$ cat config.mk
export PLATFORM = sky130hd
export DESIGN_NAME = adc_conv_sequencer
export DESIGN_NICKNAME = d
export VERILOG_FILES = /design/src/rtl/adc_seq_pkg.sv /design/src/rtl/adc_result_fifo.sv /design/src/rtl/adc_conv_sequencer.sv
export SDC_FILE = /design/constraint.sdc
export NUM_CORES = 1
export LEC_CHECK = 0
export BUFFER_PORTS_ARGS = -buffer_cell sky130_fd_sc_hd__buf_2
export CAP_MARGIN = 20
export CELL_PAD_IN_SITES_DETAIL_PLACEMENT = 1
export CELL_PAD_IN_SITES_GLOBAL_PLACEMENT = 1
export CORE_MARGIN = 8
export CORE_UTILIZATION = 49
export DETAILED_ROUTE_END_ITERATION = 8
export GPL_TIMING_DRIVEN = 0
export HOLD_SLACK_MARGIN = 0.08
export PLACE_DENSITY_LB_ADDON = 0.15
export SYNTH_ARGS = -nofsm -noshare
export SYNTH_HDL_FRONTEND = slang
export SYNTH_SLANG_ARGS = --single-unit
export TNS_END_PERCENT = 30
$ cat constraint.sdc
create_clock -name clk -period 3.8 [get_ports clk]
set_input_delay 0.76 -clock clk [delete_from_list [all_inputs] [get_ports clk]]
set_output_delay 0.76 -clock clk [all_outputs]
set_load 0.02 [all_outputs]
$ cat src/rtl/adc_seq_pkg.sv
// rtl/adc_seq_pkg.sv - shared state type and constants for the ADC conversion sequencer
package adc_seq_pkg;

   localparam int SYNC_STAGES = 2;
   localparam int RESULT_W    = 16;

   typedef enum logic [2:0] {
      IDLE,
      START,
      WAIT_DONE,
      CAPTURE,
      HOLDOFF
   } seq_state_t;

endpackage

$ cat src/rtl/adc_result_fifo.sv
// rtl/adc_result_fifo.sv - ADC result FIFO; ADC_SEQ_OVERWRITE_EN makes a full push discard the oldest entry
module adc_result_fifo #(
   parameter int DEPTH = 8,
   parameter int WIDTH = 16
) (
   input  logic                   clk,
   input  logic                   rst_n,
   input  logic                   push,
   input  logic                   pop,
   input  logic [WIDTH-1:0]       wdata,
   output logic [WIDTH-1:0]       rdata,
   output logic                   full,
   output logic                   empty,
   output logic [$clog2(DEPTH):0] level
);
   localparam int AW = $clog2(DEPTH);
   localparam int LW = AW + 1;

   logic [WIDTH-1:0] mem [DEPTH];
   logic [AW-1:0]    wr_ptr;
   logic [AW-1:0]    rd_ptr;
   logic             do_pop;
   logic             do_push;
   logic             adv_rd;
   logic             full_drop;

   assign empty     = (level == '0);
   assign full      = (level == LW'(DEPTH));
   assign do_pop    = pop & ~empty;
   assign full_drop = push & full & ~do_pop;
   assign rdata     = empty ? '0 : mem[rd_ptr];

`ifdef ADC_SEQ_OVERWRITE_EN
   // Full push without a pop: write anyway and slide the read pointer past the oldest entry.
   assign do_push = push;
   assign adv_rd  = do_pop | full_drop;
`else
   assign do_push = push & ~full_drop;
   assign adv_rd  = do_pop;
`endif

   always_ff @(posedge clk) begin
      if (do_push) begin
         mem[wr_ptr] <= wdata;
      end
   end

   always_ff @(posedge clk) begin
      if (!rst_n) begin
         wr_ptr <= '0;
         rd_ptr <= '0;
         level  <= '0;
      end else begin
         if (do_push) begin
            wr_ptr <= wr_ptr + AW'(1);
         end
         if (adv_rd) begin
            rd_ptr <= rd_ptr + AW'(1);
         end
         if (do_push && !adv_rd) begin
            level <= level + LW'(1);
         end else if (adv_rd && !do_push) begin
            level <= level - LW'(1);
         end
      end
   end

endmodule

$ cat src/rtl/adc_conv_sequencer.sv
// rtl/adc_conv_sequencer.sv - ADC start/capture sequencer with result FIFO; honours ADC_SEQ_OVERWRITE_EN
module adc_conv_sequencer
   import adc_seq_pkg::*;
#(
   parameter int FIFO_DEPTH         = 8,
   parameter int START_PULSE_CYCLES = 4,
   parameter int TIMEOUT_CYCLES     = 4096
) (
   input  logic                        clk,
   input  logic                        rst_n,
   input  logic                        enable_in,
   input  logic                        single_shot_in,
   input  logic [15:0]                 period_in,
   output logic                        start_conversion_out,
   input  logic                        conversion_finished_in,
   input  logic [RESULT_W-1:0]         result_in,
   output logic                        rd_valid_out,
   input  logic                        rd_ready_in,
   output logic [RESULT_W-1:0]         rd_data_out,
   output logic [$clog2(FIFO_DEPTH):0] fifo_level_out,
   output logic                        busy_out,
   output logic                        overflow_out,
   output logic                        timeout_out,
   input  logic                        clear_flags_in
);
   localparam int             WCW        = $clog2(TIMEOUT_CYCLES + 1);
   localparam logic [3:0]     PULSE_LAST = 4'(START_PULSE_CYCLES - 1);
   localparam logic [WCW-1:0] WAIT_LAST  = WCW'(TIMEOUT_CYCLES - 1);

   seq_state_t             state;
   logic [3:0]             pulse_cnt;
   logic [WCW-1:0]         wait_cnt;
   logic [15:0]            period_cnt;
   logic [SYNC_STAGES-1:0] sync_q;
   logic                   done_prev;
   logic                   done_pulse;
   logic                   period_reached;
   logic                   timeout_set;
   logic                   fifo_push;
   logic                   fifo_pop;
   logic                   fifo_full;
   logic                   fifo_empty;
   logic                   overflow_set;

   assign done_pulse     = sync_q[SYNC_STAGES-1] & ~done_prev;
   // cnt + 1 >= period also covers period 0 and 1 without underflow.
   assign period_reached = ({1'b0, period_cnt} + 17'd1) >= {1'b0, period_in};
   assign timeout_set    = (state == WAIT_DONE) && !done_pulse && (wait_cnt == WAIT_LAST);
   assign fifo_push      = (state == CAPTURE);
   assign fifo_pop       = rd_ready_in & ~fifo_empty;
   assign overflow_set   = fifo_push & fifo_full & ~fifo_pop;
   assign rd_valid_out   = ~fifo_empty;
   assign busy_out       = (state != IDLE);

   always_ff @(posedge clk) begin
      if (!rst_n) begin
         state                <= IDLE;
         start_conversion_out <= 1'b0;
         pulse_cnt            <= '0;
         wait_cnt             <= '0;
         period_cnt           <= '0;
         sync_q               <= '0;
         done_prev            <= 1'b0;
         overflow_out         <= 1'b0;
         timeout_out          <= 1'b0;
      end else begin
         sync_q    <= {sync_q[SYNC_STAGES-2:0], conversion_finished_in};
         done_prev <= sync_q[SYNC_STAGES-1];

         if (period_cnt != 16'hFFFF) begin
            period_cnt <= period_cnt + 16'd1;
         end

         case (state)
            IDLE: begin
               period_cnt <= '0;
               if (enable_in || single_shot_in) begin
                  state                <= START;
                  start_conversion_out <= 1'b1;
                  pulse_cnt            <= '0;
               end
            end
            START: begin
               if (pulse_cnt == PULSE_LAST) begin
                  state                <= WAIT_DONE;
                  start_conversion_out <= 1'b0;
                  wait_cnt             <= '0;
               end else begin
                  pulse_cnt <= pulse_cnt + 4'd1;
               end
            end
            WAIT_DONE: begin
               if (done_pulse) begin
                  state <= CAPTURE;
               end else if (wait_cnt == WAIT_LAST) begin
                  state <= HOLDOFF;
               end else begin
                  wait_cnt <= wait_cnt + WCW'(1);
               end
            end
            CAPTURE: begin
               state <= HOLDOFF;
            end
            HOLDOFF: begin
               if (!enable_in) begin
                  state <= IDLE;
               end else if (period_reached) begin
                  state                <= START;
                  start_conversion_out <= 1'b1;
                  pulse_cnt            <= '0;
                  period_cnt           <= '0;
               end
            end
            default: begin
               state                <= IDLE;
               start_conversion_out <= 1'b0;
            end
         endcase

         if (overflow_set) begin
            overflow_out <= 1'b1;
         end else if (clear_flags_in) begin
            overflow_out <= 1'b0;
         end
         if (timeout_set) begin
            timeout_out <= 1'b1;
         end else if (clear_flags_in) begin
            timeout_out <= 1'b0;
         end
      end
   end

   adc_result_fifo #(
      .DEPTH (FIFO_DEPTH),
      .WIDTH (RESULT_W)
   ) u_fifo (
      .clk   (clk),
      .rst_n (rst_n),
      .push  (fifo_push),
      .pop   (fifo_pop),
      .wdata (result_in),
      .rdata (rd_data_out),
      .full  (fifo_full),
      .empty (fifo_empty),
      .level (fifo_level_out)
   );

endmodule

Yosys cells after proc, flatten, opt, wreduce, memory -nomap -nowiden. Memories as Yosys holds them, arrays and structs flattened. A register that Yosys moved wholly into a read port is not among the register bits. Index checks and enable logic that the tools add are counted.

Add/subtract/negate cells: 8. Order comparisons: 1. Eq/ne operators: 17. Mux-type cells: 35. Bitwise logic cells: 13. Reductions and logical operators: 21.

Operator list (count): $mux W16 (4); $mux W13 (3); $pmux W16 S2 (1); $pmux W13 S2 (1); $mux W3 (8); $mux W4 (6); $add A16 B1 Y17 const B (1); $ge A17 B16 Y1 (1); $add A16 B1 Y16 const B (1); $ne A16 B16 Y1 const B (1); $pmux W3 S5 (1); $ne A2 B2 Y1 const B (7); $add A13 B1 Y13 const B (1); $eq A13 B12 Y1 const B (1); $pmux W4 S3 (1); $reduce_and A5 Y1 (2); $mux W1 (9); $add A4 B1 Y4 const B (2); $reduce_and A4 Y1 (2); $reduce_bool A2 Y1 (4); $and A1 B1 Y1 (7); $add A3 B1 Y3 const B (2); $eq A3 B2 Y1 const B (2); $not A1 Y1 (6); 15 further kinds (21).

Bits in registers: 52. Memory bits (writable): 128. Input port bits: 39. Output and inout bits: 25. Word-level logic and storage cells: 108. Memories kept: 1.

Memories: u_fifo.mem (words 8, width 16, read ports 1, clocked after memory_dff 1, wr ports 1, RTL line adc_result_fifo.sv:19) `logic [WIDTH-1:0] mem [DEPTH];`.

Depth between registers and ports, before layout. Gate-level depths: netlist of the first run.

Depth in word-level cells: 12. Gate-level depth with buffers: 14. Depth with buffers taken out: 13.

Cells and area by module. From an unflattened synthesis of the first run, not the netlist that was laid out.

Cells, all modules: 584. Area, all modules: 8005.2 um^2.

Modules (own cells, without submodules): adc_result_fifo (times used 1, cells each 275, area an instance 5524.0 um^2, seq. area each 4103.9 um^2); adc_conv_sequencer (times used 1, cells each 309, area an instance 2481.1 um^2, seq. area each 840.8 um^2).

Least setup slack after synthesis of the first run. OpenSTA, ideal clock, no wires.

Path kind: input-to-reg. Start: input rd_ready_in. End: memory u_fifo.mem[0][0] (enable). Data arrival time: 2.505 ns. Data required time: 3.391 ns. Path slack: 0.886 ns. Stages: 5. Path through: nand3b_1 -> and3_1 -> clkbuf_1 -> nand2b_1 -> nor3_1.

Cells in the longest elaborated chain, start to end: 8.

RTL lines: from (decl) (RTL line adc_conv_sequencer.sv:18) `input logic rd_ready_in,`; $and A1 B1 Y1 (RTL line adc_conv_sequencer.sv:50) `assign fifo_pop = rd_ready_in & ~fifo_empty;`; $and A1 B1 Y1 (RTL line adc_result_fifo.sv:29) `assign do_pop = pop & ~empty;`; $not A1 Y1 (RTL line adc_result_fifo.sv:30) `assign full_drop = push & full & ~do_pop;`; $and A1 B1 Y1 (RTL line adc_result_fifo.sv:30); $not A1 Y1 (RTL line adc_result_fifo.sv:38) `assign do_push = push & ~full_drop;`; $and A1 B1 Y1 (RTL line adc_result_fifo.sv:38); net u_fifo.do_push (RTL line adc_result_fifo.sv:23) `logic do_push;`; $mux W1 (RTL line adc_result_fifo.sv:43) `if (do_push) begin`; $mux W1 (not written as such) (RTL line adc_result_fifo.sv:44) `mem[wr_ptr] <= wdata;`; to (decl) (RTL line adc_result_fifo.sv:19).

The timed path passes the listed nets, and every way through them passes these cells.

Worst setup path in the final report of the first run.
Start: register u_fifo.level[0]. End: output rd_data_out[8].

Cells in the longest elaborated chain, start to end: 2.

RTL lines: from (decl) (RTL line adc_result_fifo.sv:14) `output logic [$clog2(DEPTH):0] level`; from (signal assigned) (RTL line adc_result_fifo.sv:61) `level <= level + LW'(1);`; from (signal assigned) (RTL line adc_result_fifo.sv:63) `level <= level - LW'(1);`; $logic_not A4 Y1 (RTL line adc_result_fifo.sv:27) `assign empty = (level == '0);`; $mux W16 (RTL line adc_result_fifo.sv:31) `assign rdata = empty ? '0 : mem[rd_ptr];`; to (decl) (RTL line adc_conv_sequencer.sv:19) `output logic [RESULT_W-1:0] rd_data_out,`.

No other way between the ends.

==> impl_metrics.json, run 1 <==
{
  "antenna_found_initial": 0,
  "cts_root_buf": "clkbuf_16",
  "worstSetupPathType": "reg -> out",
  "die_h_um": 143,
  "clock_latency_ns": 0.43,
  "synth-compound-area-share_pct": 5.03,
  "fin_crit_ns": 3.40,
  "synth_xor_area_share_pct": 3.52,
  "placed_cell_area_sq_um": 8710,
  "hp-start": "sync_q[0]",
  "gp_congestion": 0.822,
  "skew_ns": 0.00968,
  "dieWidth_um": 143,
  "core-area_sq_um": 15900,
  "crit_path_start_kind": "flop",
  "dp_cells": 878,
  "yosys.area_share.simple_pct": 11.3,
  "power_per_cell_area_nw_per_um2": 603,
  "port_buffers": 63,
  "fin_tns_setup_ns": 0,
  "fmax_mhz": 294,
  "avgSynthCellArea_sq_um": 13.5,
  "fillers": 1641,
  "firstDrtPassIters": 4,
  "power.total_mw": 5.59,
  "drt_iter0_drc": 199,
  "relSlewSlack_pct": 27.7,
  "status": "complete, no violations",
  "hold_class": "reg -> reg",
  "min_path_cells": 1,
  "syn-instance-count": 591,
  "insertedDiodeCount": 0,
  "htreeDepth": 4,
  "clock-sinks": 183,
  "via_per_inst": 5.49,
  "final_common_cell": "edfxtp_1",
  "cts.path.max_buffers": 2,
  "stdcell_area_sq_um": 9270,
  "worstPathArrival_ns": 2.64,
  "yosysWarnings": 0,
  "synth_top_family_by_area": "multiplexers",
  "period_share_pct": 89.5,
  "grt_pass1_vias": 5412,
  "vias": 5000,
  "min_to": "sync_q[1]",
  "instances_no_fill": 910,
  "drc_errors": 0,
  "end_kind": "primary output",
  "finalSetupViolCount": 0,
  "rsz0062_at_grt": "false",
  "grt_max_degree": 19,
  "row_count": 46,
  "synthMuxAreaShare_pct": 11.6,
  "postRouteAntennaNets": 0,
  "drt-total-wl_um": 18200,
  "tritoncts.num_buffers": 17,
  "ys_types": 51,
  "cts_tree": "yes",
  "fin_util_pct": 58.3,
  "slew_violations": 0,
  "reg2reg_slack_ns": 0.43,
  "cts_hold_buf": 0,
  "overflow": 0,
  "timing.rr.end": "period_cnt[6]",
  "synth_edf_count": 128,
  "wl_per_cell_um": 20.0,
  "cp.required_ns": 3.04,
  "cpPeakStageDelay_ns": 0.93,
  "die_area_sq_um": 20600,
  "drive_gt1_share_pct": 23.1,
  "synth_nets": 655,
  "boundaryPins": 64,
  "worstMarginPinSlew_ns": 1.08,
  "path_max_fanout": 10,
  "grt_usage_pct": 18.7,
  "timing.rr.start": "period_cnt[0]",
  "async_flop_share_pct": 0,
  "irDropWorstVdd_v": 0.000352,
  "yosys_register_bits": 183,
  "area.growth.synth_to_final_pct": 16.4,
  "slowest_stage": "nor4_2",
  "final_cell_mix": "edfxtp_1, nor2_1, buf_2, dfxtp_1, mux4_2",
  "clk_pin_slew_ns": 0.07,
  "dp_hpwl_um": 12900,
  "grt_first_pass_wirelength_um": 29000,
  "p_leak_nw": 3.30,
  "cp_cell_sequence": "nor4_2, clkbuf_1, nor2_1, buf_2",
  "r2r_cells": 14,
  "hold_viol_final": 0,
  "synthFlopType": "edfxtp_1",
  "maxCapViolCount": 0,
  "final_nets": 745,
  "synth-seq-area-share_pct": 62.1,
  "netlist_area_sq_um": 7960,
  "initial_core_util_pct": 50.1,
  "synth_fa_ha_area_share_pct": 4.02
}
## logic make-up after synthesis
group                      Yosys count
and+or+nand+nor                    187
DFF                                183
AOI/OAI and AO/OA                   63
muxes                               52
buffers and inverters               49
xor gates and xnor gates            32
adders and majority gates           25
## cell type report
type	count	area, sq um	area share [%]
plain buffers	22	95.1	1.03
clock buffers	17	425	4.59
clock inverters	15	133	1.43
inverters	27	101	1.09
multi-input cells	359	2850	30.7
flip-flops and latches	183	4940	53.4
well taps	216	270	2.92
repair buffers	71	449	4.85
## Yosys cell counts, types with 2 or more instances
cell type | number | area, sq um
buf_2 | 4 | 20.0
or3_1 | 4 | 25.0
ha_1 | 24 | 300
a211oi_1 | 2 | 15.0
nand3b_1 | 5 | 37.5
nor2_2 | 2 | 12.5
and4_1 | 2 | 17.5
nor2b_1 | 2 | 12.5
nor2_1 | 84 | 315
dfxtp_1 | 55 | 1100
xor2_1 | 12 | 105
nand3_1 | 21 | 105
nor3_1 | 14 | 70.1
nor3b_1 | 2 | 15.0
and2_1 | 3 | 18.8
a21oi_1 | 15 | 75.1
nor4_1 | 2 | 12.5
nand2b_1 | 4 | 25.0
edfxtp_1 | 128 | 3840
mux4_2 | 32 | 721
o21ai_0 | 27 | 135
a31oi_1 | 3 | 18.8
o211ai_1 | 2 | 15.0
mux2i_1 | 20 | 200
xnor2_1 | 20 | 175
a21boi_0 | 2 | 15.0
clkbuf_1 | 16 | 60.1
nand4_1 | 9 | 56.3
o21ai_2 | 2 | 17.5
nand2_1 | 25 | 93.8
inv_1 | 27 | 101
and3_1 | 2 | 12.5
## registers in the layout (all words and copies together) (netlist names), named ones only
name	flops
u_fifo.mem	128
overflow_out	1
u_fifo.rd_ptr	3
pulse_cnt	4
timeout_out	1
done_prev	1
wait_cnt	13
u_fifo.wr_ptr	3
start_conversion_out	1
sync_q	2
u_fifo.level	4
state	3
period_cnt	16
## worst max path at each step
stage                               start                to  slack [ns]  cells after the start
final                     u_fifo.level[0]    rd_data_out[8]        0.40                      4
after global routing        period_cnt[0]    period_cnt[14]        0.08                     14
after CTS                   period_cnt[0]     period_cnt[6]        0.28                     14
after floorplan               rd_ready_in  u_fifo.mem[0][0]        0.89                      5
after global placement        rd_ready_in  u_fifo.mem[0][9]       -0.55                      6
after detailed placement    period_cnt[0]    period_cnt[14]        0.29                     14
## power by group
part	leakage (nW)	switching [mW]	total, mW	internal, mW
clock network	0.277	0.805	1.67	0.866
registers	1.60	0.0843	2.30	2.21
logic	1.43	0.997	1.62	0.624
## metrics by stage
stage               worst slack, ns  hold slack [ns]
floorplan                     0.886            0.412
global placement             -0.550            0.431
detailed placement            0.288            0.422
CTS                           0.279            0.450
global route                 0.0759            0.455
finish                        0.400            0.449
## worst max-delay path, delay by kind of cell, from the launching register on
family / cells / cell delay (ns)
buf+inv: 2 / 0.73
flops: 1 / 0.38
simple gates: 2 / 1.09
## what timing repair did
action,CTS,global route
setup buffers,0,0
setup endpoints to repair,0,10
gates resized for setup,0,1
## metal layers
layer | track usage (%) | wire, um | vias to the layer above
li1 | - | - | 2367
met1 | 23.2 | 8040 | 2528
met2 | 32.1 | 9240 | 90
met3 | 3.72 | 718 | 15
met4 | 6.14 | 181 | 0
met5 | 0 | 0 | -
(Power assumes the default switching activity.)
==> run 2: changes to the inputs <==
--- a/config.mk
+++ b/config.mk
@@ -10,7 +10,8 @@
 export CELL_PAD_IN_SITES_DETAIL_PLACEMENT = 1
 export CELL_PAD_IN_SITES_GLOBAL_PLACEMENT = 1
 export CORE_MARGIN = 8
-export CORE_UTILIZATION = 49
+export CORE_UTILIZATION = 25
+export CTS_CLUSTER_DIAMETER = 150
 export DETAILED_ROUTE_END_ITERATION = 8
 export GPL_TIMING_DRIVEN = 0
 export HOLD_SLACK_MARGIN = 0.08
==> impl_metrics.json, run 2 (synthesized netlist as in run 1, its figures left out) <==
{
  "grt_usage_pct": 10.8,
  "final_cell_mix": "edfxtp_1, nor2_1, buf_2, dfxtp_1, mux4_2",
  "die_h_um": 194,
  "worstMarginPinSlew_ns": 0.963,
  "slew_violations": 0,
  "gp_congestion": 0.753,
  "boundaryPins": 64,
  "status": "complete, no violations",
  "via_per_inst": 4.53,
  "initial_core_util_pct": 25.3,
  "skew_ns": 0.0123,
  "rsz0062_at_grt": "false",
  "clock_latency_ns": 0.43,
  "dieWidth_um": 194,
  "p_leak_nw": 3.34,
  "tritoncts.num_buffers": 17,
  "power_per_cell_area_nw_per_um2": 609,
  "overflow": 0,
  "crit_path_start_kind": "flop",
  "hold_class": "reg -> reg",
  "largest_reg_flops": 128,
  "htreeDepth": 4,
  "hold_viol_final": 0,
  "row_count": 65,
  "worstPathArrival_ns": 3.73,
  "pre_cts_ws_ns": 0.210,
  "grt_first_pass_wirelength_um": 31700,
  "port_buffers": 63,
  "firstDrtPassIters": 4,
  "top_regs": "u_fifo.mem: 128 flops, period_cnt: 16 flops, wait_cnt: 13 flops",
  "grt_pass1_vias": 5555,
  "antenna_found_initial": 0,
  "fin_crit_ns": 3.41,
  "regMostFlops": "u_fifo.mem",
  "final_common_cell": "edfxtp_1",
  "postCtsSetupBuffers": 0,
  "grt_max_degree": 22,
  "die_area_sq_um": 37800,
  "drive_gt1_share_pct": 23.3,
  "period_share_pct": 89.8,
  "fin_ws_ns": 0.389,
  "placed_cell_area_sq_um": 8940,
  "path_max_fanout": 10,
  "power.total_mw": 5.83,
  "area.growth.synth_to_final_pct": 20.3,
  "maxCapViolCount": 0,
  "wl_per_cell_um": 18.3,
  "cp.required_ns": 4.12,
  "vias": 4982,
  "drt-total-wl_um": 20100,
  "final_nets": 747,
  "cts.path.max_buffers": 2,
  "irDropWorstVdd_v": 0.000311,
  "relSlewSlack_pct": 35.8,
  "cts_tree": "yes",
  "drc_errors": 0,
  "stdcell_area_sq_um": 9580,
  "dp_hpwl_um": 14500,
  "postRouteAntennaNets": 0,
  "drt_iter0_drc": 185,
  "finalSetupViolCount": 0,
  "cts_root_buf": "clkbuf_16",
  "worstSetupPathType": "reg -> reg",
  "end_kind": "flop",
  "clk_pin_slew_ns": 0.08,
  "fmax_mhz": 293,
  "clock-sinks": 183,
  "core-area_sq_um": 31500
}
[run 2: metrics by stage]
stage | utilization [%] | instances | hold slack [ns] | setup TNS (ns)
5_1_grt | 30.4 | 1098 | 0.464 | 0
3_5_place_dp | 28.4 | 1066 | 0.434 | 0
3_3_place_gp | 27.9 | 1056 | 0.432 | -23.68
2_1_floorplan | - | 591 | 0.412 | 0
4_1_cts | 30.4 | 1098 | 0.456 | 0
6_report | 30.4 | 1099 | 0.447 | 0
[run 2: layer usage]
layer	vias up	global-route usage (%)	share of wire [%]
li1	2380	-	-
met1	2521	13.5	46
met2	63	18.5	50
met3	18	2.45	3.0
met4	0	3.03	1.3
met5	-	0	0
[run 2: repair_timing]
action / in CTS / in global routing
resized for setup: 0 / 1
hold buffers: 0 / 0
setup endpoints to repair: 0 / 12
[run 2: path summary, 6_finish.rpt]
check	start	endpoint	slack, ns	depth (start not counted)
min reg2reg	sync_q[0]	sync_q[1]	0.45	1
max reg2reg	period_cnt[0]	period_cnt[2]	0.39	14
min	sync_q[0]	sync_q[1]	0.45	1
max	period_cnt[0]	period_cnt[2]	0.39	14
[run 2: critical path, cell delays in order (launching register included)]
cell	delay (ns)
dfxtp_1	0.49
ha_1	0.31
nand3_1	0.21
nor2_1	0.26
and4_1	0.28
xor2_1	0.10
ha_1	0.30
nand2_1	0.05
nor2_1	0.14
a31oi_1	0.10
a21boi_1	0.32
o21ai_2	0.16
a21boi_4	0.33
buf_6	0.20
nor2_1	0.06
[run 2: layout make-up]
class / count / area, sq um
Fill cell: 3406 / 21900
Tap cell: 402 / 503
Clock buffer: 17 / 425
Multi-Input combinational cell: 359 / 2850
Buffer: 22 / 95.1
Timing Repair Buffer: 73 / 447
Inverter: 27 / 101
Antenna cell: 1 / 2.50
Sequential cell: 183 / 4940
Clock inverter: 15 / 210
[run 2: report_power, final]
part / leakage, nW / internal [mW] / switching, mW
combinational: 1.43 / 0.640 / 1.01
clock: 0.307 / 0.970 / 0.915
sequential: 1.60 / 2.21 / 0.0859
total: 3.34 / 3.82 / 2.01
==> run 3: changes to the inputs <==
--- a/config.mk
+++ b/config.mk
@@ -15,7 +15,7 @@
 export DETAILED_ROUTE_END_ITERATION = 8
 export GPL_TIMING_DRIVEN = 0
 export HOLD_SLACK_MARGIN = 0.08
-export PLACE_DENSITY_LB_ADDON = 0.15
+export PLACE_DENSITY = 0.49
 export SYNTH_ARGS = -nofsm -noshare
 export SYNTH_HDL_FRONTEND = slang
 export SYNTH_SLANG_ARGS = --single-unit
==> impl_metrics.json, run 3 (synthesized netlist as in run 1, its figures left out) <==
{
  "drt_iter0_drc": 259,
  "hold_slack_ns": 0.462,
  "boundaryPins": 64,
  "tritoncts.num_buffers": 17,
  "grt_pass1_vias": 5630,
  "maxCapViolCount": 0,
  "grt_max_degree": 23,
  "instances_no_fill": 1098,
  "power_per_cell_area_nw_per_um2": 609,
  "slew_violations": 0,
  "row_count": 65,
  "multi_input_area_sq_um": 2850,
  "die_h_um": 194,
  "final_nets": 747,
  "largest_reg_flops": 128,
  "end_kind": "primary output",
  "area.growth.synth_to_final_pct": 20.1,
  "wl_per_cell_um": 18.2,
  "drc_errors": 0,
  "pre_cts_ws_ns": 0.303,
  "clk_pin_slew_ns": 0.08,
  "clock_latency_ns": 0.44,
  "port_buffers": 63,
  "fmax_mhz": 298,
  "hold_viol_final": 0,
  "core-area_sq_um": 31500,
  "cts_tree": "yes",
  "htreeDepth": 4,
  "cp.required_ns": 3.04,
  "top_regs": "u_fifo.mem: 128 flops, period_cnt: 16 flops, wait_cnt: 13 flops",
  "skew_ns": 0.0170,
  "cts.path.max_buffers": 2,
  "status": "complete, no violations",
  "die_area_sq_um": 37800,
  "period_share_pct": 88.4,
  "drt-total-wl_um": 20000,
  "worstMarginPinSlew_ns": 0.944,
  "worstSetupPathType": "reg -> out",
  "p_leak_nw": 3.33,
  "path_max_fanout": 10,
  "power.total_mw": 5.82,
  "antenna_found_initial": 0,
  "dp_hpwl_um": 14400,
  "worstPathArrival_ns": 2.60,
  "irDropWorstVdd_v": 0.000278,
  "crit_path_start_kind": "flop",
  "initial_core_util_pct": 25.3,
  "vias": 5018,
  "grt_usage_pct": 10.8,
  "firstDrtPassIters": 4,
  "rsz0062_at_grt": "false",
  "final_common_cell": "edfxtp_1",
  "dieWidth_um": 194,
  "relSlewSlack_pct": 36.8,
  "cts_hold_buf": 0,
  "via_per_inst": 4.57,
  "final_cell_mix": "edfxtp_1, nor2_1, buf_2, dfxtp_1, mux4_2",
  "fin_crit_ns": 3.36,
  "regMostFlops": "u_fifo.mem",
  "overflow": 0,
  "cts_root_buf": "clkbuf_16",
  "fin_util_pct": 30.4,
  "gp_congestion": 0.770,
  "grt_first_pass_wirelength_um": 31700,
  "dp_cells": 1065,
  "fin_ws_ns": 0.439,
  "clock-sinks": 183,
  "seq_area_sq_um": 4940,
  "fillers": 3395,
  "insertedDiodeCount": 0,
  "hold_class": "reg -> reg",
  "postRouteAntennaNets": 0,
  "finalSetupViolCount": 0,
  "drive_gt1_share_pct": 23.3
}
run 3: cell types whose count changed in the layout (fill, tap and decap cells not counted):
cell       delta
buf_4         +1
buf_6         -1
bufinv_16     -1
clkinv_8      -1
diode_2       -1
inv_12        +1
inv_16        +1
run 3: repair_timing:
| action | in CTS | in global routing |
|---|---|---|
| buffers inserted | 0 | 0 |
| endpoints found under the setup margin | 0 | 10 |
| gates resized for setup | 0 | 1 |
run 3: final cells by class:
cell class | count | share of cell area (%)
Sequential cell | 183 | 51.7
Multi-Input combinational cell | 359 | 29.8
Tap cell | 402 | 5.26
Timing Repair Buffer | 73 | 4.63
Clock buffer | 17 | 4.45
Clock inverter | 15 | 2.09
Inverter | 27 | 1.06
Buffer | 22 | 0.995
run 3: routing by layer:
metal  up-vias  wire, um  track usage [%]
met4         0       302             3.56
met1      2548      8960             13.0
met3        15       605             2.37
met5         -         0                0
met2        81     10100             18.8
li1       2374         -                -
run 3: worst paths after layout:
path | slack (ns) | end | from | cells past startpoint
max reg2reg | 0.47 | period_cnt[2] | period_cnt[0] | 14
min | 0.46 | sync_q[1] | sync_q[0] | 1
min reg2reg | 0.46 | sync_q[1] | sync_q[0] | 1
max | 0.44 | rd_data_out[13] | flop | 5
run 3: report_power, final:
part | internal [mW] | switching, mW | total [mW]
clock network | 0.919 | 0.942 | 1.86
registers | 2.21 | 0.0837 | 2.29
logic | 0.640 | 1.02 | 1.66
run 3: worst max-delay path, stage by stage, from the launching register on:
cell      delay, ns
dfxtp_1        0.31
buf_1          0.49
clkbuf_1       0.75
mux2i_1        0.33
nor2_1         0.09
buf_2          0.20
run 3: through the flow:
step / cell area [sq um] / TNS (ns)
6_report: 9560 / 0
4_1_cts: 9550 / 0
2_1_floorplan: 7960 / 0
3_3_place_gp: 8780 / -21.76
3_5_place_dp: 8930 / 0
5_1_grt: 9560 / 0
